File: config.mk
export PLATFORM = sky130hd
export DESIGN_NAME = alu_iterative
export DESIGN_NICKNAME = d
export VERILOG_FILES = /design/src/rtl/alu_iterative.sv
export SDC_FILE = /design/constraint.sdc
export NUM_CORES = 1
export LEC_CHECK = 0
export ABC_AREA = 1
export BUFFER_PORTS_ARGS = -buffer_cell sky130_fd_sc_hd__buf_2
export CAP_MARGIN = 20
export CORE_ASPECT_RATIO = 1.4
export CORE_MARGIN = 4
export CORE_UTILIZATION = 56
export DETAILED_ROUTE_END_ITERATION = 16
export PLACE_DENSITY_LB_ADDON = 0.05
export SLEW_MARGIN = 20
export SYNTH_ARGS = -nofsm -noshare
export SYNTH_HDL_FRONTEND = slang
export SYNTH_SLANG_ARGS = --single-unit
File: constraint.sdc
create_clock -name clk -period 1.5 [get_ports clk]
set_clock_uncertainty 0.15 [all_clocks]
set_input_delay 0.15 -clock clk [delete_from_list [all_inputs] [get_ports clk]]
set_output_delay 0.15 -clock clk [all_outputs]
set_load 0.1 [all_outputs]
File: src/rtl/alu_iterative.sv
// rtl/alu_iterative.sv - iterative EX-stage ALU with bit-serial shifter and valid/ready handshakes
module alu_iterative #(
    parameter int DATA_WIDTH = 32
) (
    input  logic                  clk,
    input  logic                  rst_n,
    input  logic                  flush,
    input  logic                  in_valid,
    output logic                  in_ready,
    input  logic [3:0]            Operation,
    input  logic [DATA_WIDTH-1:0] SrcA,
    input  logic [DATA_WIDTH-1:0] SrcB,
    output logic                  out_valid,
    input  logic                  out_ready,
    output logic [DATA_WIDTH-1:0] ALUResult,
    output logic                  Zero
);

    localparam int SW = $clog2(DATA_WIDTH);
    localparam logic [SW-1:0] CNT_ZERO = '0;
    localparam logic [SW-1:0] CNT_ONE  = SW'(1);

    localparam logic [3:0] OP_AND  = 4'b0000;
    localparam logic [3:0] OP_SUB  = 4'b0001;
    localparam logic [3:0] OP_ADD  = 4'b0010;
    localparam logic [3:0] OP_OR   = 4'b0011;
    localparam logic [3:0] OP_XOR  = 4'b0100;
    localparam logic [3:0] OP_SLL  = 4'b0101;
    localparam logic [3:0] OP_SRL  = 4'b0110;
    localparam logic [3:0] OP_SRA  = 4'b0111;
    localparam logic [3:0] OP_EQ   = 4'b1000;
    localparam logic [3:0] OP_SLT  = 4'b1001;
    localparam logic [3:0] OP_SLTU = 4'b1010;
    localparam logic [3:0] OP_NE   = 4'b1011;
    localparam logic [3:0] OP_LT   = 4'b1100;
    localparam logic [3:0] OP_GE   = 4'b1101;

    typedef enum logic [1:0] {
        S_IDLE  = 2'd0,
        S_SHIFT = 2'd1,
        S_DONE  = 2'd2
    } state_t;

    state_t                  state_q, state_d;
    logic [DATA_WIDTH-1:0]   acc_q, acc_d;
    logic [SW-1:0]           cnt_q, cnt_d;
    logic [3:0]              op_q, op_d;
    logic [DATA_WIDTH-1:0]   result_q, result_d;

    logic [SW-1:0]           shamt;
    logic                    is_shift;
    logic [DATA_WIDTH-1:0]   alu_res;
    logic [DATA_WIDTH-1:0]   acc_shifted;

    assign shamt    = SrcB[SW-1:0];
    assign is_shift = (Operation == OP_SLL) || (Operation == OP_SRL) || (Operation == OP_SRA);

    // Single-cycle result for every non-shift opcode; compares land in bit 0.
    always_comb begin
        alu_res = '0;
        case (Operation)
            OP_AND:  alu_res = SrcA & SrcB;
            OP_SUB:  alu_res = SrcA - SrcB;
            OP_ADD:  alu_res = SrcA + SrcB;
            OP_OR:   alu_res = SrcA | SrcB;
            OP_XOR:  alu_res = SrcA ^ SrcB;
            OP_EQ:   alu_res[0] = (SrcA == SrcB);
            OP_SLT:  alu_res[0] = ($signed(SrcA) < $signed(SrcB));
            OP_SLTU: alu_res[0] = (SrcA < SrcB);
            OP_NE:   alu_res[0] = (SrcA != SrcB);
            OP_LT:   alu_res[0] = ($signed(SrcA) < $signed(SrcB));
            OP_GE:   alu_res[0] = !($signed(SrcA) < $signed(SrcB));
            default: alu_res = '0;
        endcase
    end

    // One-bit step of the captured shift opcode applied to the accumulator.
    always_comb begin
        acc_shifted = acc_q;
        case (op_q)
            OP_SLL:  acc_shifted = {acc_q[DATA_WIDTH-2:0], 1'b0};
            OP_SRL:  acc_shifted = {1'b0, acc_q[DATA_WIDTH-1:1]};
            OP_SRA:  acc_shifted = {acc_q[DATA_WIDTH-1], acc_q[DATA_WIDTH-1:1]};
            default: acc_shifted = acc_q;
        endcase
    end

    // Next-state logic; flush overrides everything and leaves the last result in place.
    always_comb begin
        state_d  = state_q;
        acc_d    = acc_q;
        cnt_d    = cnt_q;
        op_d     = op_q;
        result_d = result_q;
        if (flush) begin
            state_d = S_IDLE;
        end else begin
            case (state_q)
                S_IDLE: begin
                    if (in_valid) begin
                        op_d = Operation;
                        if (is_shift && (shamt != CNT_ZERO)) begin
                            acc_d   = SrcA;
                            cnt_d   = shamt;
                            state_d = S_SHIFT;
                        end else if (is_shift) begin
                            result_d = SrcA;
                            state_d  = S_DONE;
                        end else begin
                            result_d = alu_res;
                            state_d  = S_DONE;
                        end
                    end
                end
                S_SHIFT: begin
                    acc_d = acc_shifted;
                    cnt_d = cnt_q - CNT_ONE;
                    if (cnt_q == CNT_ONE) begin
                        result_d = acc_shifted;
                        state_d  = S_DONE;
                    end
                end
                S_DONE: begin
                    if (out_ready) begin
                        state_d = S_IDLE;
                    end
                end
                default: state_d = S_IDLE;
            endcase
        end
    end

    // State and datapath registers, cleared asynchronously.
    always_ff @(posedge clk or negedge rst_n) begin
        if (!rst_n) begin
            state_q  <= S_IDLE;
            acc_q    <= '0;
            cnt_q    <= '0;
            op_q     <= '0;
            result_q <= '0;
        end else begin
            state_q  <= state_d;
            acc_q    <= acc_d;
            cnt_q    <= cnt_d;
            op_q     <= op_d;
            result_q <= result_d;
        end
    end

    assign in_ready  = (state_q == S_IDLE);
    assign out_valid = (state_q == S_DONE);
    assign ALUResult = result_q;
    assign Zero      = out_valid && (result_q == '0);

endmodule

==> flow_summary.ini, run 1 <==
[status]
error = [ERROR GRT-0116] Global routing finished with congestion. Check the congestion regions in the DRC Viewer.
lastStage = global routing (5_1_grt)
run_status = stopped before the end

[grt]
track_usage_pct = 83.04
grt-ovfl-total = 243
grt_pass1_vias = 22870
grt_pass1_wl_um = 142200
grt_max_degree = 31

[synth]
synth_top_cell_by_area = nand2_1
synthTopCellsByCount = nand2_1 (540), inv_1 (285), nor2_1 (183)
synthCells = 1839
synth_warnings = 0
yosysUniqueCellTypes = 47
seq_area_frac_synth_pct = 17.38
synthTopCellsByArea = nand2_1 (19%), dfrtp_1 (17%), ha_1 (11%)
synth.most_common_cell = nand2_1
synth_seq_cells = 75
syn-num-nets = 2012
synthArstFlopShare_pct = 100.0
synth_ff_type = dfrtp_1
yosysTopAreaCellShare_pct = 18.77
syn-cell-area_mm2 = 0.01080
synth-edff-count = 0
syn_area_per_cell_um2 = 5.873

[placed_design]
dpl_cell_area_mm2 = 0.01484
io_buffers = 107
gp_congestion = 1.114
hpwl_um = 38910

[clock_tree]
clock_sinks = 75
clock_path_buffers = 2
cts-buffers-inserted = 9
htree_levels = 3
cts-root-buf = clkbuf_16

[floorplan]
die_w_um = 125.4
initial_utilization_pct = 57.60
rows = 59
chipHeight_um = 172.3
boundaryPins = 108
-- kinds of logic after synthesis --
kind of cell | count (synthesis) | synth area share [%]
xor gates and xnor gates | 5 | 0.4054
and+or+nand+nor | 949 | 37.38
adders and majority gates | 100 | 11.72
AOI/OAI and AO/OA | 336 | 18.19
buffers and inverters | 374 | 14.92
DFF | 75 | 17.38
-- per-stage QoR --
step / setup WS, ns / hold slack, ns / cells / setup TNS [ns]
CTS: -0.7079 / 0.03343 / 2653 / -31.69
detailed placement: -1.016 / -0.04241 / 2565 / -36.39
global placement: -1.033 / -0.04191 / 2565 / -31.66
floorplan: -0.6651 / -0.2956 / 1839 / -42.06
-- timing repair --
| item | 4_1_cts |
|---|---|
| setup endpoints to repair | 96 |
| hold buffers | 3 |
| pin swaps | 104 |
| endpoints found under the hold margin | 75 |
| setup buffers | 62 |
| gates cloned | 12 |
| resized for setup | 473 |
-- layer usage --
metal  GRT overflow  GRT usage [%]
met4            112          89.67
met5              3          39.82
met2            106          97.52
met1              8          78.03
met3             14          73.58
==> run 2: changes to the inputs <==
--- a/config.mk
+++ b/config.mk
@@ -8,11 +8,10 @@
 export ABC_AREA = 1
 export BUFFER_PORTS_ARGS = -buffer_cell sky130_fd_sc_hd__buf_2
 export CAP_MARGIN = 20
-export CORE_ASPECT_RATIO = 1.4
 export CORE_MARGIN = 4
-export CORE_UTILIZATION = 56
+export CORE_UTILIZATION = 40
 export DETAILED_ROUTE_END_ITERATION = 16
-export PLACE_DENSITY_LB_ADDON = 0.05
+export PLACE_DENSITY_LB_ADDON = 0.15
 export SLEW_MARGIN = 20
 export SYNTH_ARGS = -nofsm -noshare
 export SYNTH_HDL_FRONTEND = slang
==> constraint.sdc (replaced) <==
create_clock -name clk -period 2 [get_ports clk]
set_clock_uncertainty 0.15 [all_clocks]
set_input_delay 0.2 -clock clk [delete_from_list [all_inputs] [get_ports clk]]
set_output_delay 0.2 -clock clk [all_outputs]
set_load 0.1 [all_outputs]
==> flow_summary.ini, run 2 <==
[synth]
synth_compound_area_share_pct = 18.19
syn-num-nets = 2012
synth.most_common_cell = nand2_1
synth-adder-area-share_pct = 11.72
synth_top_cell_by_area = nand2_1
synthArstFlopShare_pct = 100.0
synth_top_family_by_area = simple AND/OR/NAND/NOR gates
synth-xor-area-share_pct = 0.4055
synth-edff-count = 0
yosysUniqueCellTypes = 47
synth_seq_cells = 75
syn-cell-area_mm2 = 0.01080
yosys.area_share.simple_pct = 37.38
synthCells = 1839
seq_area_frac_synth_pct = 17.38
synth_ff_type = dfrtp_1
synthMuxAreaShare_pct = 0
synthTopCellsByArea = nand2_1 (19%), dfrtp_1 (17%), ha_1 (11%)
synthTopCellsByCount = nand2_1 (540), inv_1 (285), nor2_1 (183)
synth_warnings = 0
yosysTopAreaCellShare_pct = 18.77
syn_area_per_cell_um2 = 5.873

[power_and_ir_drop]
p_per_area_mw_per_mm2 = 756.5
vdd_drop_max_mv = 1.397
p_leak_nw = 8.390

[layout]
diodes = 0
final_common_cell = nand2_1
n_fill_cell = 2589
layout_common_cells = nand2_1 (461), buf_4 (381), inv_1 (237), nor2_1 (144), buf_2 (100)
syn2layout_area_growth_pct = 52.62
drive_above_1_share_pct = 40.51
layout.nets = 2461

[route]
routed_wl_um = 51170
drtIter0Drc = 1130
dr.pass1.iters = 5
drt-vias-per-instance = 5.365
wl_per_cell_um = 19.47
ant_nets = 0
vias = 14100
drc = 0

[worst_setup_path]
slowest_delay_ns = 0.40
start_kind = flip-flop
worstPathArrival_ns = 1.88
reg2reg_slack_ns = 0.02
path_delay_family = simple AND/OR/NAND/NOR gates
rr_startpoint = cnt_q[1]
path_max_fanout = 3
r2r-end = ALUResult[17]
critPathCaptureType = output pin
timing.critical_path.buf_inv = 2
crit_slowest_cell = dfrtp_1
crit_type = flip-flop to output pin
worstPathCellList = nor4_2 -> nand2_1 -> nor3_2 -> buf_4 -> and3_4 -> buf_12
rr_worst_depth = 8
crit_required_ns = 1.65

[clock_tree]
clk_pin_slew_ns = 0.07
cts-buffers-inserted = 9
clock_path_buffers = 2
tritoncts = yes
clock_sinks = 75
htree_levels = 3
cts-root-buf = clkbuf_16
clk_latency_ns = 0.34

[grt]
grt_max_degree = 41
grt_pass1_vias = 13300
grt.met1_usage_pct = 41.87
grt-ovfl-total = 0
track_usage_pct = 33.02
grtUsageMet2_pct = 57.38
antenna_found_initial = 0
grt_busiest_layer = met2
grt_util_met3_pct = 3.292
grt_pass1_wl_um = 75420

[status]
violations = setup timing
run_status = finished, violations left

[sta]
worst_pin_slew_ns = 0.5672
setup_viol = 1
rsz0062_at_grt = yes
slew_headroom_pct = 62.19
post-route-period-util_pct = 111.7
setup_tns_ns = -0.2345
fmax_mhz = 447.5
finalWorstSetupSlack_ns = -0.2345
finalCriticalPeriod_ns = 2.234
finalHoldViolations = 0
final_max_slew_viol_count = 0

[hold_path]
whs_endpoint = op_q[2]
hold_class = input port to flip-flop
hold-path-cell-count = 3
hold_start = Operation[2]

[placed_design]
hpwl_um = 41120
pre_cts_ws_ns = -0.6539
gp_congestion = 1.001
io_buffers = 107

[floorplan]
core_mm2 = 0.02628
initial_utilization_pct = 41.10
die_w_um = 172.3
boundaryPins = 108
chipHeight_um = 172.3
die-area_mm2 = 0.02969
rows = 59

[flow_run]
cap_violations = 0
-- run 2: cell counts after synthesis --
No cell type changed its count.
-- run 2: kinds of logic after synthesis --
logic type	count (synthesis)
compound gates	336
buf+inv	374
flops	75
fa+ha+maj	100
xor+xnor	5
simple gates	949
-- run 2: final cells by class --
type                    count  area (um2)  share of cell area, %
inverters                 301        1157                  7.021
flip-flops and latches     75        1887                  11.45
clock buffers              11       232.7                  1.412
well taps                 335       419.2                  2.543
repair buffers            510        3819                  23.17
multi-input cells        1391        8865                  53.78
clock inverters             5       103.9                 0.6300
-- run 2: tightest hold or removal path, delay by kind of cell --
family	cells	cell delay, ns
buffers and inverters	2	0.24
AOI/OAI and AO/OA	1	0.09
-- run 2: metal layers --
layer  share of wire, %  up-vias  wire length [um]
li1                   -     6799                 -
met1                 42     6650             21550
met4                5.1        0              2586
met2                 48      545             24500
met5                  0        -                 0
met3                5.0      104              2533
-- run 2: timing repair --
item                                   4_1_cts  5_1_grt
endpoints found under the hold margin       34        0
pin swaps                                   23       84
hold buffers                                 3        0
gates cloned                                 1        0
resized for setup                          119      315
buffers inserted                             4       13
setup endpoints to repair                   30       40
-- run 2: report_power, final --
group          leakage, nW  total (mW)  internal (mW)  switching, mW
combinational         7.33        7.72           2.48           5.24
sequential           0.900        2.86           2.20          0.657
clock                0.164        1.89           1.22          0.672
-- run 2: through the flow --
step / utilization, % / instance area, um2 / total power [mW] / instances / hold slack, ns
detailed placement: 54.73 / 14380 / 9.694 / 2594 / 0.06034
finish: 62.72 / 16480 / 12.47 / 2628 / 0.09609
floorplan: - / 10860 / 7.316 / 1839 / -0.2456
global placement: 54.73 / 14380 / 9.641 / 2594 / 0.05435
CTS: 58.37 / 15340 / 11.88 / 2618 / 0.08320
global route: 62.72 / 16480 / 13.14 / 2628 / 0.1242
-- run 2: worst max path at each step --
stage	from	endpoint	slack, ns	cells past startpoint
global placement	SrcA[2]	ALUResult[3]	-0.61	14
detailed placement	SrcA[14]	ALUResult[24]	-0.65	17
floorplan	state_q[1]	ALUResult[12]	-0.17	10
finish	ALUResult[6]	Zero	-0.23	6
global route	ALUResult[18]	Zero	-0.34	6
CTS	ALUResult[0]	Zero	-0.22	6
(Power assumes the default switching activity.)
